File: src/rtl/debounce_pkg.sv
// Shared types and helpers for the push-button debouncer and related input conditioning.
package debounce_pkg;

   typedef enum logic {
      DEB_STABLE = 1'b0,
      DEB_COUNT  = 1'b1
   } deb_state_t;

   // Width of the qualification counter; never narrower than one bit so that
   // DEBOUNCE_CYCLES=1 still yields a legal vector.
   function automatic int counter_width(input int cycles);
      int w;
      w = $clog2(cycles);
      return (w < 1) ? 1 : w;
   endfunction

endpackage

File: src/rtl/input_synchronizer.sv
// Multi-flop synchroniser for an asynchronous single-bit board input.
// The last stage is the only output; nothing downstream sees the raw pin.
module input_synchronizer #(
   parameter int   STAGES      = 2,
   parameter logic RESET_VALUE = 1'b1
) (
   input  logic clk,
   input  logic rst,
   input  logic level,
   output logic synced
);

   logic [STAGES-1:0] chain;

   // Shift the raw level through the flop chain; reset loads the idle level.
   always_ff @(posedge clk) begin
      if (!rst) begin
         chain <= {STAGES{RESET_VALUE}};
      end else begin
         chain <= {chain[STAGES-2:0], level};
      end
   end

   assign synced = chain[STAGES-1];

endmodule

File: src/rtl/button_debouncer.sv
// Push-button debouncer: synchronises the raw active-low pin and lets btn_out
// follow it only after DEBOUNCE_CYCLES consecutive cycles of disagreement.
module button_debouncer
   import debounce_pkg::*;
#(
   parameter int   DEBOUNCE_CYCLES = 1_000_000,
   parameter int   SYNC_STAGES     = 2,
   parameter logic IDLE_LEVEL      = 1'b1
) (
   input  logic clk,
   input  logic rst,
   input  logic btn_raw,
   output logic btn_out,
   output logic busy
);

   localparam int             CNT_W = counter_width(DEBOUNCE_CYCLES);
   localparam logic [CNT_W-1:0] LAST = CNT_W'(DEBOUNCE_CYCLES - 1);

   logic             btn_sync;
   deb_state_t       state;
   deb_state_t       state_next;
   logic [CNT_W-1:0] counter;
   logic [CNT_W-1:0] counter_next;
   logic             out_next;

   input_synchronizer #(
      .STAGES      (SYNC_STAGES),
      .RESET_VALUE (IDLE_LEVEL)
   ) u_sync (
      .clk    (clk),
      .rst    (rst),
      .level  (btn_raw),
      .synced (btn_sync)
   );

   // State, counter and debounced level registers; reset discards any pending transition.
   always_ff @(posedge clk) begin
      if (!rst) begin
         state   <= DEB_STABLE;
         counter <= '0;
         btn_out <= IDLE_LEVEL;
      end else begin
         state   <= state_next;
         counter <= counter_next;
         btn_out <= out_next;
      end
   end

   // Next-state logic: a mismatch must persist DEBOUNCE_CYCLES cycles in DEB_COUNT;
   // any return to the current level restarts from zero. Counter clears before it can wrap.
   always_comb begin
      state_next   = state;
      counter_next = '0;
      out_next     = btn_out;
      case (state)
         DEB_STABLE: begin
            if (btn_sync != btn_out) begin
               state_next = DEB_COUNT;
            end
         end
         DEB_COUNT: begin
            if (btn_sync == btn_out) begin
               state_next = DEB_STABLE;
            end else if (counter == LAST) begin
               out_next   = btn_sync;
               state_next = DEB_STABLE;
            end else begin
               counter_next = counter + 1'b1;
            end
         end
         default: begin
            state_next = DEB_STABLE;
         end
      endcase
   end

   assign busy = (state == DEB_COUNT);

endmodule

File: config.mk
export PLATFORM = sky130hd
export DESIGN_NAME = button_debouncer
export DESIGN_NICKNAME = d
export VERILOG_FILES = /design/src/rtl/debounce_pkg.sv /design/src/rtl/input_synchronizer.sv /design/src/rtl/button_debouncer.sv
export SDC_FILE = /design/constraint.sdc
export NUM_CORES = 1
export LEC_CHECK = 0
export CORE_ASPECT_RATIO = 1.5
export CORE_MARGIN = 2
export CORE_UTILIZATION = 45
export CTS_BUF_LIST = sky130_fd_sc_hd__clkbuf_16
export CTS_CLUSTER_SIZE = 10
export DETAILED_ROUTE_END_ITERATION = 12
export GPL_TIMING_DRIVEN = 0
export SLEW_MARGIN = 20
export SYNTH_ARGS = -nofsm -noshare
export SYNTH_HDL_FRONTEND = slang
export SYNTH_HIERARCHICAL = 1
export SYNTH_SLANG_ARGS = --single-unit
File: constraint.sdc
create_clock -name clk -period 2.5 [get_ports clk]
set_clock_uncertainty 0.05 [all_clocks]
set_input_delay 0.375 -clock clk [delete_from_list [all_inputs] [get_ports clk]]
set_output_delay 0.375 -clock clk [all_outputs]
set_load 0.05 [all_outputs]
* After elaboration in Yosys (flattened, before gate mapping)
Index checks and enable logic that the tools add are counted.
** Word-level totals
- Bits in registers :: 24
- Word-level logic and storage cells :: 17
** Cells by class
- Mux-type cells :: 4
- Equal/unequal tests :: 3
- Bitwise operators :: 3
- Add/sub/neg operators :: 1
- Reduce and logical (&&, ||, !) cells :: 2
** Operators by type and width (count)
- $add 20x1->20 const B :: 1
- $eq 20x20->1 const B :: 1
- $reduce_or 4->1 :: 1
- $mux 1 :: 3
- $not 1->1 :: 3
- $reduce_and 3->1 :: 1
- $pmux 1 s2 :: 1
- $eq 1x1->1 :: 1
- $ne 1x1->1 :: 1

* Depth between registers and ports, before layout
Gate-level depths: netlist (run 1).
- Depth after elaboration :: 4
- Depth in mapped cells :: 6
- Gate-level depth less buffers :: 5

* Cells and area by module
Netlist (run 1), hierarchy kept.
** By module, submodules not included
- button_debouncer :: cells each 115, seq. area each 440.4 sq um, area an instance 996.0 sq um, times used 1
- input_synchronizer :: cells each 4, seq. area each 40.0 sq um, area an instance 52.6 sq um, times used 1

* Worst setup path before layout (run 1)
OpenSTA, ideal clock, no wires.
- Path type :: register to register
- Start point :: register counter[7]
- End point :: register counter[17]
- Data arrival time :: 1.869 ns
- Stages on the path, launching flop included :: 6
- Path buffers :: 1
- Slack :: 0.515 ns
- Clock period less this slack :: 1.985 ns
- Path through :: dfxtp_1 > nand4_2 > or4_1 > buf_2 > or4b_4 > a21oi_2
** On the way
- Longest elaborated chain between the ends :: 2
** Ends and longest elaborated chain
- start, declared :: line button_debouncer.sv:23 : logic [CNT_W-1:0] counter;
- start signal, assigned :: line button_debouncer.sv:45 : counter <= counter_next;
- branches (longest 2 deep; another with $add 20x1->20)
Several ways; the timed one is not identified.
A chain may end at the register's enable or synchronous reset.

* Worst setup path in the final report (run 1)
- Start point :: register counter[0]
- End point :: register counter[8]
The elaborated chain is that of the path after synthesis.

==> results of run 1 <==
==> cells by family (layout without fill, tap and decap cells) <==
logic type      count (synthesis)  in the layout
xor+xnor                       14             14
simple gates                   59             59
compound gates                 13             13
flops                          24             24
fa+ha+maj                       1              1
buf+inv                         8             16
==> final timing paths <==
kind                         from               to  slack [ns]
setup / recovery       counter[0]       counter[8]        0.26
hold / removal    u_sync/chain[0]  u_sync/chain[1]        0.36
setup reg to reg       counter[0]       counter[8]        0.26
hold reg to reg   u_sync/chain[0]  u_sync/chain[1]        0.36
==> through the flow <==
| step | hold slack, ns | std cells | cell area (µm²) | worst slack, ns | power [W] |
|---|---|---|---|---|---|
| final | 0.359 | 150 | 1220 | 0.262 | 0.000848 |
| after global routing | 0.395 | 150 | 1220 | 0.00125 | 0.000876 |
| after CTS | 0.365 | 150 | 1220 | 0.232 | 0.000857 |
| after detailed placement | 0.347 | 146 | 1120 | 0.235 | 0.000404 |
| after global placement | 0.341 | 146 | 1120 | 0.222 | 0.000404 |
| after floorplan | 0.336 | 119 | 1050 | 0.515 | 0.000398 |
==> flip-flops by register name, indices dropped and copies added, names as in the netlist <==
name,cells
u_sync/chain,2
btn_out,1
busy,1
counter,20
==> metal layers <==
metal  track usage (%)  vias up  share of wire, %
li1                  -      435                 -
met1              18.9      389                48
met2              26.9        8                48
met3              3.72        4               2.0
met4              10.2        0               2.1
met5                 0        -                 0
==> power groups by stage <==
stage	combinational (W)	clock [W]	sequential (W)
after floorplan	0.00000315	0	0.000395
after global placement	0.00000963	0	0.000394
after detailed placement	0.00000971	0	0.000394
after CTS	0.00000983	0.000462	0.000385
after global routing	0.0000105	0.000481	0.000385
final	0.00000961	0.000454	0.000385
==> worst max-delay path: stages, from the launching register on <==
cell	delay, ns
dfxtp_1	0.35
ha_1	0.26
nand3_1	0.16
or4_1	0.59
o2111ai_1	0.22
clkbuf_1	0.39
nor2_1	0.09
==> cell type report <==
cell class / count / area, µm² / area share (%)
sequential: 24 / 480 / 39.3
inverter: 5 / 18.8 / 1.54
clock inverter: 1 / 30.0 / 2.46
multi-input combinational: 87 / 536 / 43.8
tap: 23 / 28.8 / 2.35
timing repair buffer: 4 / 40.0 / 3.28
buffer: 3 / 13.8 / 1.13
clock buffer: 3 / 75.1 / 6.14
==> cells in the mapped netlist (all sizes together) (2+ instances only) <==
cell type  instances
nor2              18
inv                5
nor3               4
nor4               3
nand2b             2
o31ai              2
or4                4
o21ai              3
buf                2
xor2               6
nand4              6
xnor2              8
nand2              8
a21oi              5
nand3              7
dfxtp             24
==> flow_summary.json, run 1 <==
{
  "grt_pass1_vias": 852,
  "numCtsBuffers": 3,
  "end_kind": "flip-flop",
  "switching_power_w": 0.000141,
  "clock.fmax_mhz": 447,
  "dieWidth_um": 43.4,
  "cts.htree.levels": 1,
  "postCtsResizedCells": 0,
  "leakage_nw": 0.368,
  "cp.required_ns": 2.58,
  "synth_top_family_by_area": "simple AND/OR/NAND/NOR gates",
  "syn-num-nets": 123,
  "setup_viol": 0,
  "synth_top_area_share_pct": 45.8,
  "pin_count": 5,
  "antenna_cells": 0,
  "yosysWarningCount": 6,
  "synth.distinct_cells": 31,
  "antenna_found_initial": 0,
  "grt_max_degree": 15,
  "muxShareOfSynthArea_pct": 0,
  "synth_fa_ha_area_share_pct": 1.19,
  "rows": 21,
  "grt_overflow": 0,
  "synth_simple_gate_area_share_pct": 30.1,
  "hold_buffers": 0,
  "avgSynthCellArea_um2": 8.81,
  "power.internal_w": 0.000708,
  "wire_per_inst_um": 13.2,
  "cts_tree": "yes",
  "clkPwrFrac_pct": 53.5,
  "synth_area_mm2": 0.00105,
  "switching_share_pct": 16.6,
  "final_cell_mix": "dfxtp_1 (24), nor2_1 (18), nand2_1 (8), xnor2_1 (8), nand3_1 (7)",
  "worst-r2r-cell-count": 6,
  "coreArea_mm2": 0.00223,
  "drv_slew": 0,
  "cap_violations": 0,
  "synth_xor_area_share_pct": 11.7,
  "final_util_pct": 54.7,
  "syn_inst": 119,
  "hold_viol": 0,
  "crit_path_start_kind": "flip-flop",
  "seq_power_share_pct": 45.4,
  "crit_fanout": 10,
  "root_buffer": "clkbuf_16",
  "synth-async-reset-ratio_pct": 0,
  "drtAntennaViolNets": 0,
  "grt_pass1_wl_um": 3460,
  "drcViolationCount": 0,
  "post_cts_buffers": 0,
  "dp_hpwl_um": 1370,
  "fin_nets": 132,
  "mostFrequentLayoutCell": "dfxtp_1",
  "min_period_over_period_pct": 89.5,
  "port_buffers": 4,
  "drt_iter0_drc": 19,
  "synth-edff-count": 0,
  "via_per_inst": 5.57,
  "clk_latency_ns": 0.26,
  "vias": 836,
  "clkTransAtPathRegs_ns": 0.06,
  "post-route-min-period_ns": 2.24,
  "slew_headroom_pct": 58.4,
  "cp.arrival_ns": 2.32,
  "fill_cells": 212,
  "rsz0062_at_grt": "no",
  "yosysSeqAreaShare_pct": 45.8,
  "dieArea_mm2": 0.00274,
  "synth-main-ff-cell": "dfxtp_1",
  "status": "finished, final reports clean",
  "initial_core_util_pct": 46.9,
  "gp_congestion": 0.851,
  "firstDrtPassIters": 4,
  "worst_pin_slew_ns": 0.619,
  "grtUsageTotal_pct": 16.5,
  "yosys.area.top_type": "dfxtp_1",
  "cts_buffer_depth": 2,
  "ys_seq_elements": 24,
  "synth-compound-area-share_pct": 8.11,
  "areaGrowthSynthToFinish_pct": 16.6,
  "holdCritPathClass": "flip-flop to flip-flop",
  "peakVddDrop_mv": 0.337,
  "whs_path_depth": 1,
  "power.density_mw_per_mm2": 694,
  "cts.sinks": 24,
  "die_h_um": 63.1,
  "tns_ns": 0,
  "worstSetupPathType": "flip-flop to flip-flop",
  "synth_area_leaders": "dfxtp_1 (46%), xnor2_1 (6.7%), nor2_1 (6.4%)",
  "wl_um": 1970,
  "pwr-share-comb_pct": 1.1,
  "drive_above_1_share_pct": 10.2
}
Note: power is estimated with default switching activity, not from simulation.
==> run 2: changes to the inputs <==
--- a/config.mk
+++ b/config.mk
@@ -12,6 +12,7 @@
 export CTS_CLUSTER_SIZE = 10
 export DETAILED_ROUTE_END_ITERATION = 12
 export GPL_TIMING_DRIVEN = 0
+export HOLD_SLACK_MARGIN = 0.02
 export SLEW_MARGIN = 20
 export SYNTH_ARGS = -nofsm -noshare
 export SYNTH_HDL_FRONTEND = slang
==> results of run 2 <==
No change in the layout: final DEF, timing and power equal those of run 1.
==> run 3: changes to the inputs <==
--- a/config.mk
+++ b/config.mk
@@ -9,7 +9,7 @@
 export CORE_MARGIN = 2
 export CORE_UTILIZATION = 45
 export CTS_BUF_LIST = sky130_fd_sc_hd__clkbuf_16
-export CTS_CLUSTER_SIZE = 10
+export CTS_CLUSTER_SIZE = 20
 export DETAILED_ROUTE_END_ITERATION = 12
 export GPL_TIMING_DRIVEN = 0
 export HOLD_SLACK_MARGIN = 0.02
==> results of run 3 <==
No change in the layout: final DEF, timing and power equal those of run 1.
